===== src/rtl/mem_arbiter.sv =====
// Two-port (fetch/data) arbiter in front of a single fixed-latency memory.
// Define ARB_ROUND_ROBIN_EN for round-robin tie-break; default is fixed data priority.
module mem_arbiter #(
    parameter int unsigned LAT = 2
) (
    input  logic        clock,
    input  logic        reset,
    input  logic        f_req,
    input  logic [31:0] f_addr,
    output logic [31:0] f_rdata,
    output logic        f_valid,
    input  logic        d_req,
    input  logic        d_we,
    input  logic [31:0] d_addr,
    input  logic [31:0] d_wdata,
    output logic [31:0] d_rdata,
    output logic        d_valid,
    output logic        m_en,
    output logic        m_we,
    output logic [31:0] m_addr,
    output logic [31:0] m_wdata,
    input  logic [31:0] m_rdata,
    output logic        busy
);

    typedef enum logic [1:0] {StIdle, StWait, StDone} state_e;

    state_e      state_q, state_d;
    logic [3:0]  cnt_q, cnt_d;
    logic        owner_q, owner_d;  // 1 = data port owns the access
    logic        m_en_q, m_en_d;
    logic        m_we_q, m_we_d;
    logic [31:0] m_addr_q, m_addr_d;
    logic [31:0] m_wdata_q, m_wdata_d;
    logic [31:0] f_rdata_q, f_rdata_d;
    logic [31:0] d_rdata_q, d_rdata_d;
    logic        f_valid_q, f_valid_d;
    logic        d_valid_q, d_valid_d;
    logic        busy_q, busy_d;
    logic        pick_d;

`ifdef ARB_ROUND_ROBIN_EN
    logic        rr_q, rr_d;  // 1 = data wins the next tie

    assign pick_d = d_req & (~f_req | rr_q);
`else
    assign pick_d = d_req;
`endif

    always_comb begin
        state_d   = state_q;
        cnt_d     = cnt_q;
        owner_d   = owner_q;
        m_en_d    = 1'b0;
        m_we_d    = m_we_q;
        m_addr_d  = m_addr_q;
        m_wdata_d = m_wdata_q;
        f_rdata_d = f_rdata_q;
        d_rdata_d = d_rdata_q;
        f_valid_d = 1'b0;
        d_valid_d = 1'b0;
`ifdef ARB_ROUND_ROBIN_EN
        rr_d      = rr_q;
`endif
        unique case (state_q)
            StIdle: begin
                if (f_req || d_req) begin
                    state_d  = StWait;
                    cnt_d    = 4'(LAT - 1);
                    owner_d  = pick_d;
                    m_en_d   = 1'b1;
                    m_addr_d = pick_d ? d_addr : f_addr;
                    m_we_d   = pick_d & d_we;
                    if (pick_d) begin
                        m_wdata_d = d_wdata;
                    end
`ifdef ARB_ROUND_ROBIN_EN
                    rr_d = ~pick_d;
`endif
                end
            end
            StWait: begin
                if (cnt_q == 4'd0) begin
                    state_d = StDone;
                    if (owner_q) begin
                        d_valid_d = 1'b1;
                        if (!m_we_q) begin
                            d_rdata_d = m_rdata;
                        end
                    end else begin
                        f_valid_d = 1'b1;
                        f_rdata_d = m_rdata;
                    end
                end else begin
                    cnt_d = cnt_q - 4'd1;
                end
            end
            StDone: begin
                state_d = StIdle;
            end
            default: begin
                state_d = StIdle;
            end
        endcase
        busy_d = (state_d != StIdle);
    end

    always_ff @(posedge clock or posedge reset) begin
        if (reset) begin
            state_q   <= StIdle;
            cnt_q     <= 4'd0;
            owner_q   <= 1'b0;
            m_en_q    <= 1'b0;
            m_we_q    <= 1'b0;
            m_addr_q  <= 32'd0;
            m_wdata_q <= 32'd0;
            f_rdata_q <= 32'd0;
            d_rdata_q <= 32'd0;
            f_valid_q <= 1'b0;
            d_valid_q <= 1'b0;
            busy_q    <= 1'b0;
`ifdef ARB_ROUND_ROBIN_EN
            rr_q      <= 1'b1;
`endif
        end else begin
            state_q   <= state_d;
            cnt_q     <= cnt_d;
            owner_q   <= owner_d;
            m_en_q    <= m_en_d;
            m_we_q    <= m_we_d;
            m_addr_q  <= m_addr_d;
            m_wdata_q <= m_wdata_d;
            f_rdata_q <= f_rdata_d;
            d_rdata_q <= d_rdata_d;
            f_valid_q <= f_valid_d;
            d_valid_q <= d_valid_d;
            busy_q    <= busy_d;
`ifdef ARB_ROUND_ROBIN_EN
            rr_q      <= rr_d;
`endif
        end
    end

    assign f_rdata = f_rdata_q;
    assign f_valid = f_valid_q;
    assign d_rdata = d_rdata_q;
    assign d_valid = d_valid_q;
    assign m_en    = m_en_q;
    assign m_we    = m_we_q;
    assign m_addr  = m_addr_q;
    assign m_wdata = m_wdata_q;
    assign busy    = busy_q;

endmodule


===== config.mk =====
export PLATFORM = sky130hd
export DESIGN_NAME = mem_arbiter
export DESIGN_NICKNAME = d
export VERILOG_FILES = /design/src/rtl/mem_arbiter.sv
export SDC_FILE = /design/constraint.sdc
export NUM_CORES = 1
export LEC_CHECK = 0
export CORE_MARGIN = 5
export CORE_UTILIZATION = 37
export DETAILED_ROUTE_END_ITERATION = 12
export HOLD_SLACK_MARGIN = 0.08
export PLACE_DENSITY = 0.76
export SYNTH_ARGS = -nofsm -noshare
export SYNTH_HDL_FRONTEND = slang
export SYNTH_SLANG_ARGS = --single-unit

===== constraint.sdc =====
create_clock -name clock -period 5.4 [get_ports clock]
set_input_delay 1.35 -clock clock [delete_from_list [all_inputs] [get_ports clock]]
set_output_delay 1.35 -clock clock [all_outputs]
set_load 0.005 [all_outputs]

# ---- After elaboration in Yosys (flattened, before gate mapping)
# Cells that the tools add are included.
dict set report totals {
  regBits 140
  inputBits 133
  output_inout_bits 133
  word_cells 44
}
dict set report classes {
  add_sub_neg 1
  eq_ne 3
  mux 15
  bitwise 3
  reduce_logical 10
}
# op n
set op_table {}
lappend op_table {{2-to-1 mux 32 bit} 1}
lappend op_table {{AND reduction 3 bit} 3}
lappend op_table {{2-to-1 mux 1 bit} 8}
lappend op_table {{2-to-1 mux 4 bit} 2}
lappend op_table {{case mux 4 bit (2 select lines)} 1}
lappend op_table {{logical NOT 4 bit} 1}
lappend op_table {{2-to-1 mux 2 bit} 2}
lappend op_table {{inequality test 2 bit, second input constant} 2}
lappend op_table {{case mux 2 bit (2 select lines)} 1}
lappend op_table {{AND reduction 4 bit} 1}
lappend op_table {{nonzero test 2 bit} 2}
lappend op_table {{subtractor 4 x 1 -> 4 bit, second input constant} 1}
lappend op_table {{== test 2 x 1 -> 1 bit, second input constant} 1}
lappend op_table {{logical NOT 2 bit} 1}
lappend op_table {{NOT 1 bit} 2}
lappend op_table {{AND reduction 2 bit} 1}
lappend op_table {{bitwise AND 1 bit} 1}
lappend op_table {{logical OR 1 bit} 1}

# ---- Logic depth before layout (Yosys ltp)
dict set report depth {
  depth_word 4
  mapped_depth 7
  depth_no_buf 5
}

# ---- Worst setup path before layout
# Ideal clock, no wire load.
dict set report synth_timing {
  kind {input port to flip-flop}
  startpoint {in d_req}
  endpoint {reg m_wdata_q[10], in the netlist m_wdata[10]}
  setup_ps 125
  t_arrival_ps 2279
  t_required_ps 5275
  slack_ps 2997
  cell_stages 5
  n_path_buf 3
  path_cell_list {buf_2 > and2_1 > buf_2 > buf_4 > mux2_2}
}
dict set report synth_via {
  elab_chain_cells 2
}
# item line_no
set synth_lines {}
lappend synth_lines {{start: declaration} 12} ;# input logic d_req,
lappend synth_lines {{logical OR 1 bit} 67} ;# if (f_req || d_req) begin
lappend synth_lines {{AND reduction 3 bit (no source line) *} --}
lappend synth_lines {{end signal: assignment} 132} ;# m_wdata_q <= m_wdata_d;
lappend synth_lines {{end: declaration} 34} ;# logic [31:0] m_wdata_q, m_wdata_d;
# Every way passes the cells marked *; elsewhere a longest branch is shown, timed or not.
# A chain may end at the register's enable or synchronous reset.

# ---- Final worst setup path
dict set report layout_timing {
  startpoint {in d_req}
  endpoint {reg m_wdata_q[17], in the netlist m_wdata[17]}
}
# The elaborated chain is that of the path after synthesis.

==> impl_metrics.env <==
export IMPL_first_global_vias=4599
export IMPL_endpoint_kind="flip-flop"
export IMPL_route_detailed_drc=0
export IMPL_finalCritPeriodShare_pct=52.4
export IMPL_worstSkewPairLatency_ns=0.41
export IMPL_layout_cells_non_filler=885
export IMPL_rows=45
export IMPL_hp_start="f_rdata[23]$_DFFE_PP0P_"
export IMPL_cts_root_buf="clkbuf_16"
export IMPL_cpPeakStageDelay_ns=0.79
export IMPL_die_x_um=135
export IMPL_max_slew_worst_pin_slew_ns=1.03
export IMPL_p_sw_share_pct=29.3
export IMPL_wirelength_um=15600
export IMPL_synth_edf_count=0
export IMPL_post_dp_hpwl_um=11400
export IMPL_synth_top_area_cell="dfrtp_1"
export IMPL_fin_skew_ns=0.00824
export IMPL_p_int_mw=3.69
export IMPL_die_area_um2=18100
export IMPL_via_per_inst=4.80
export IMPL_ys_ff_latch=140
export IMPL_antenna_cells=0
export IMPL_async_flop_share_pct=100
export IMPL_syn_area_um2=5760
export IMPL_path_delay_family="simple AND/OR/NAND/NOR gates"
export IMPL_critPathKind="in2reg"
export IMPL_start_util_pct=37.7
export IMPL_fin_nets=796
export IMPL_hold_violations=0
export IMPL_place_ws_ns=2.11
export IMPL_die_y_um=135
export IMPL_total_power_mw=5.22
export IMPL_hp_class="reg2reg"
export IMPL_tns_ns=0
export IMPL_yosysUniqueCellTypes=32
export IMPL_grt_antenna_before_repair=0
export IMPL_synth_cells=397
export IMPL_startpoint="d_req"
export IMPL_cts_resized_gates=0
export IMPL_placed_cells=853
export IMPL_slowest_stage="and2_2"
export IMPL_synth_flop_cell="dfrtp_1"
export IMPL_num_vias=4245
export IMPL_startpoint_type="input pin"
export IMPL_final_common_cell="clkdlybuf4s50_1"
export IMPL_grt_usage_pct=17.3
export IMPL_powerDensity_nw_per_um2=572
export IMPL_cts_made_buffers=17
export IMPL_grt_max_degree=115
export IMPL_reg2reg_from="cnt_q[0]$_DFFE_PP0P_"
export IMPL_placed_area_um2=8570
export IMPL_worst_slack_ns=2.57
export IMPL_io_pins=266
export IMPL_seq_power_share_pct=36.2
export IMPL_synth_top_cell_area_share_pct=60.9
export IMPL_ys_warn_count=0
export IMPL_wl_per_cell_um=17.6
export IMPL_grt_pass1_wl_um=24500
export IMPL_initialDrtViolationCount=191
export IMPL_p_sw_mw=1.53
export IMPL_p_clk_share_pct=20.3
export IMPL_period_needed_ns=2.83
export IMPL_syn_avg_cell_area_um2=14.5
export IMPL_gr_total_overflow=0
export IMPL_relSlewSlack_pct=31.4
export IMPL_leakage_nw=3.94
export IMPL_synthToLayoutAreaGrowth_pct=58.4
export IMPL_crit_buf_inv=2
export IMPL_gp_congestion=0.806
export IMPL_drive_above_1_share_pct=20.6
export IMPL_io_buffers=265
export IMPL_cts_tree="yes"
export IMPL_path_clk_slew_ns=0.06
export IMPL_yosysSeqAreaShare_pct=60.9
export IMPL_cts_sinks=140
export IMPL_crit_fanout=35
export IMPL_drv_slew=0
export IMPL_syn_num_nets=532
export IMPL_max_clock_path_buffers=2
export IMPL_layout_common_cells="clkdlybuf4s50_1 (264), dfrtp_1 (140), a21oi_1 (67)"
export IMPL_drt_pass1_iterations=4
export IMPL_htreeDepth=4
export IMPL_cts_hold_buf=0
export IMPL_rsz0062_at_grt="false"
export IMPL_setup_viol=0
export IMPL_crit_arrival_ns=3.12
export IMPL_ir_worst_vdd_mv=0.234
export IMPL_stdcell_area_um2=9120
export IMPL_maxCapViolCount=0
export IMPL_post_cts_buffers=0
export IMPL_required_ns=5.69
export IMPL_core_area_um2=15300
export IMPL_synth_area_leaders="dfrtp_1 (61%), mux2_2 (13%), mux2_4 (7.8%), a21oi_1 (5.8%), mux2i_1 (5.7%)"
export IMPL_p_comb_share_pct=43.6
export IMPL_crit_path_cell_trace="buf_2 > buf_4 > and2_2 > mux2_2"
export IMPL_status="completed"
export IMPL_ant_nets=0
export IMPL_max_freq_ghz=0.353
[layout make-up]
cell class                 instances  area [µm²]
multi-input combinational        226        2090
clock inverter                    13        93.8
fill                            1223        6140
inverter                           7        31.3
tap                              211         264
sequential                       140        3500
clock buffer                      19         453
timing repair buffer             269        2680
[sequential cells by signal, indices dropped and copies added, names as in the netlist]
signal,flops
m_en,1
m_wdata,32
state_q,2
d_rdata,32
m_we,1
f_valid,1
f_rdata,32
m_addr,32
owner_q,1
d_valid,1
cnt_q,4
busy,1
[path summary, 6_finish.rpt]
path | end | slack [ns] | cells after the start
hold reg to reg | f_rdata[23]$_DFFE_PP0P_ | 0.49 | 1
max in group asynchronous | m_addr[3]$_DFFE_PP0P_ | 2.87 | 3
setup / recovery | m_wdata[17]$_DFFE_PP0P_ | 2.57 | 4
setup reg to reg | d_rdata[5]$_DFFE_PP0P_ | 2.80 | 5
min in group asynchronous | m_wdata[24]$_DFFE_PP0P_ | 1.54 | 2
hold / removal | f_rdata[23]$_DFFE_PP0P_ | 0.49 | 1
[power by group through the flow]
stage               Sequential, mW  Clock, mW  Combinational [mW]
global placement              1.88          0                2.24
floorplan                     1.90          0               0.929
detailed placement            1.90          0                2.31
finish                        1.89       1.06                2.27
CTS                           1.89       1.09                2.32
global route                  1.96       1.13                2.45
[worst register-to-register path, delay by kind of cell, from the launching register on]
kind / cells / cell delay [ns]
AND/OR/NAND/NOR: 2 / 1.19
buffers and inverters: 1 / 0.11
flip-flops: 1 / 0.39
adder cells (fa/ha/maj): 1 / 0.21
multiplexers: 1 / 0.59
[synthesized netlist by cell type (all sizes together), types with 2 or more instances]
cell	n
dfrtp	140
mux2	96
a21oi	67
mux2i	33
buf	17
clkbuf	7
inv	7
nor3	5
nand2	3
o21ai	3
and2	2
ha	2
nand2b	2
nor2	2
[logic make-up (layout without fill, tap and decap cells)]
family,count (synthesis),after routing,share of synthesized area [%]
mux,129,129,26.5
fa+ha+maj,2,2,0.435
compound gates,73,73,6.52
flops,140,140,60.9
buf+inv,31,308,2.78
simple gates,22,22,2.91
[stage by stage]
stage	hold slack, ns	util (%)
floorplan	0.488	-
global placement	0.477	56.2
detailed placement	0.484	56.2
CTS	0.497	59.7
global route	0.501	59.7
finish	0.494	59.7
[metal layers]
metal	wire [µm]	track usage (%)	up-vias
met5	0	0	-
met4	263	5.88	0
met3	1540	7.45	25
met2	7620	28.4	194
met1	6130	20.3	2079
li1	-	-	1947
(Power assumes the default switching activity.)
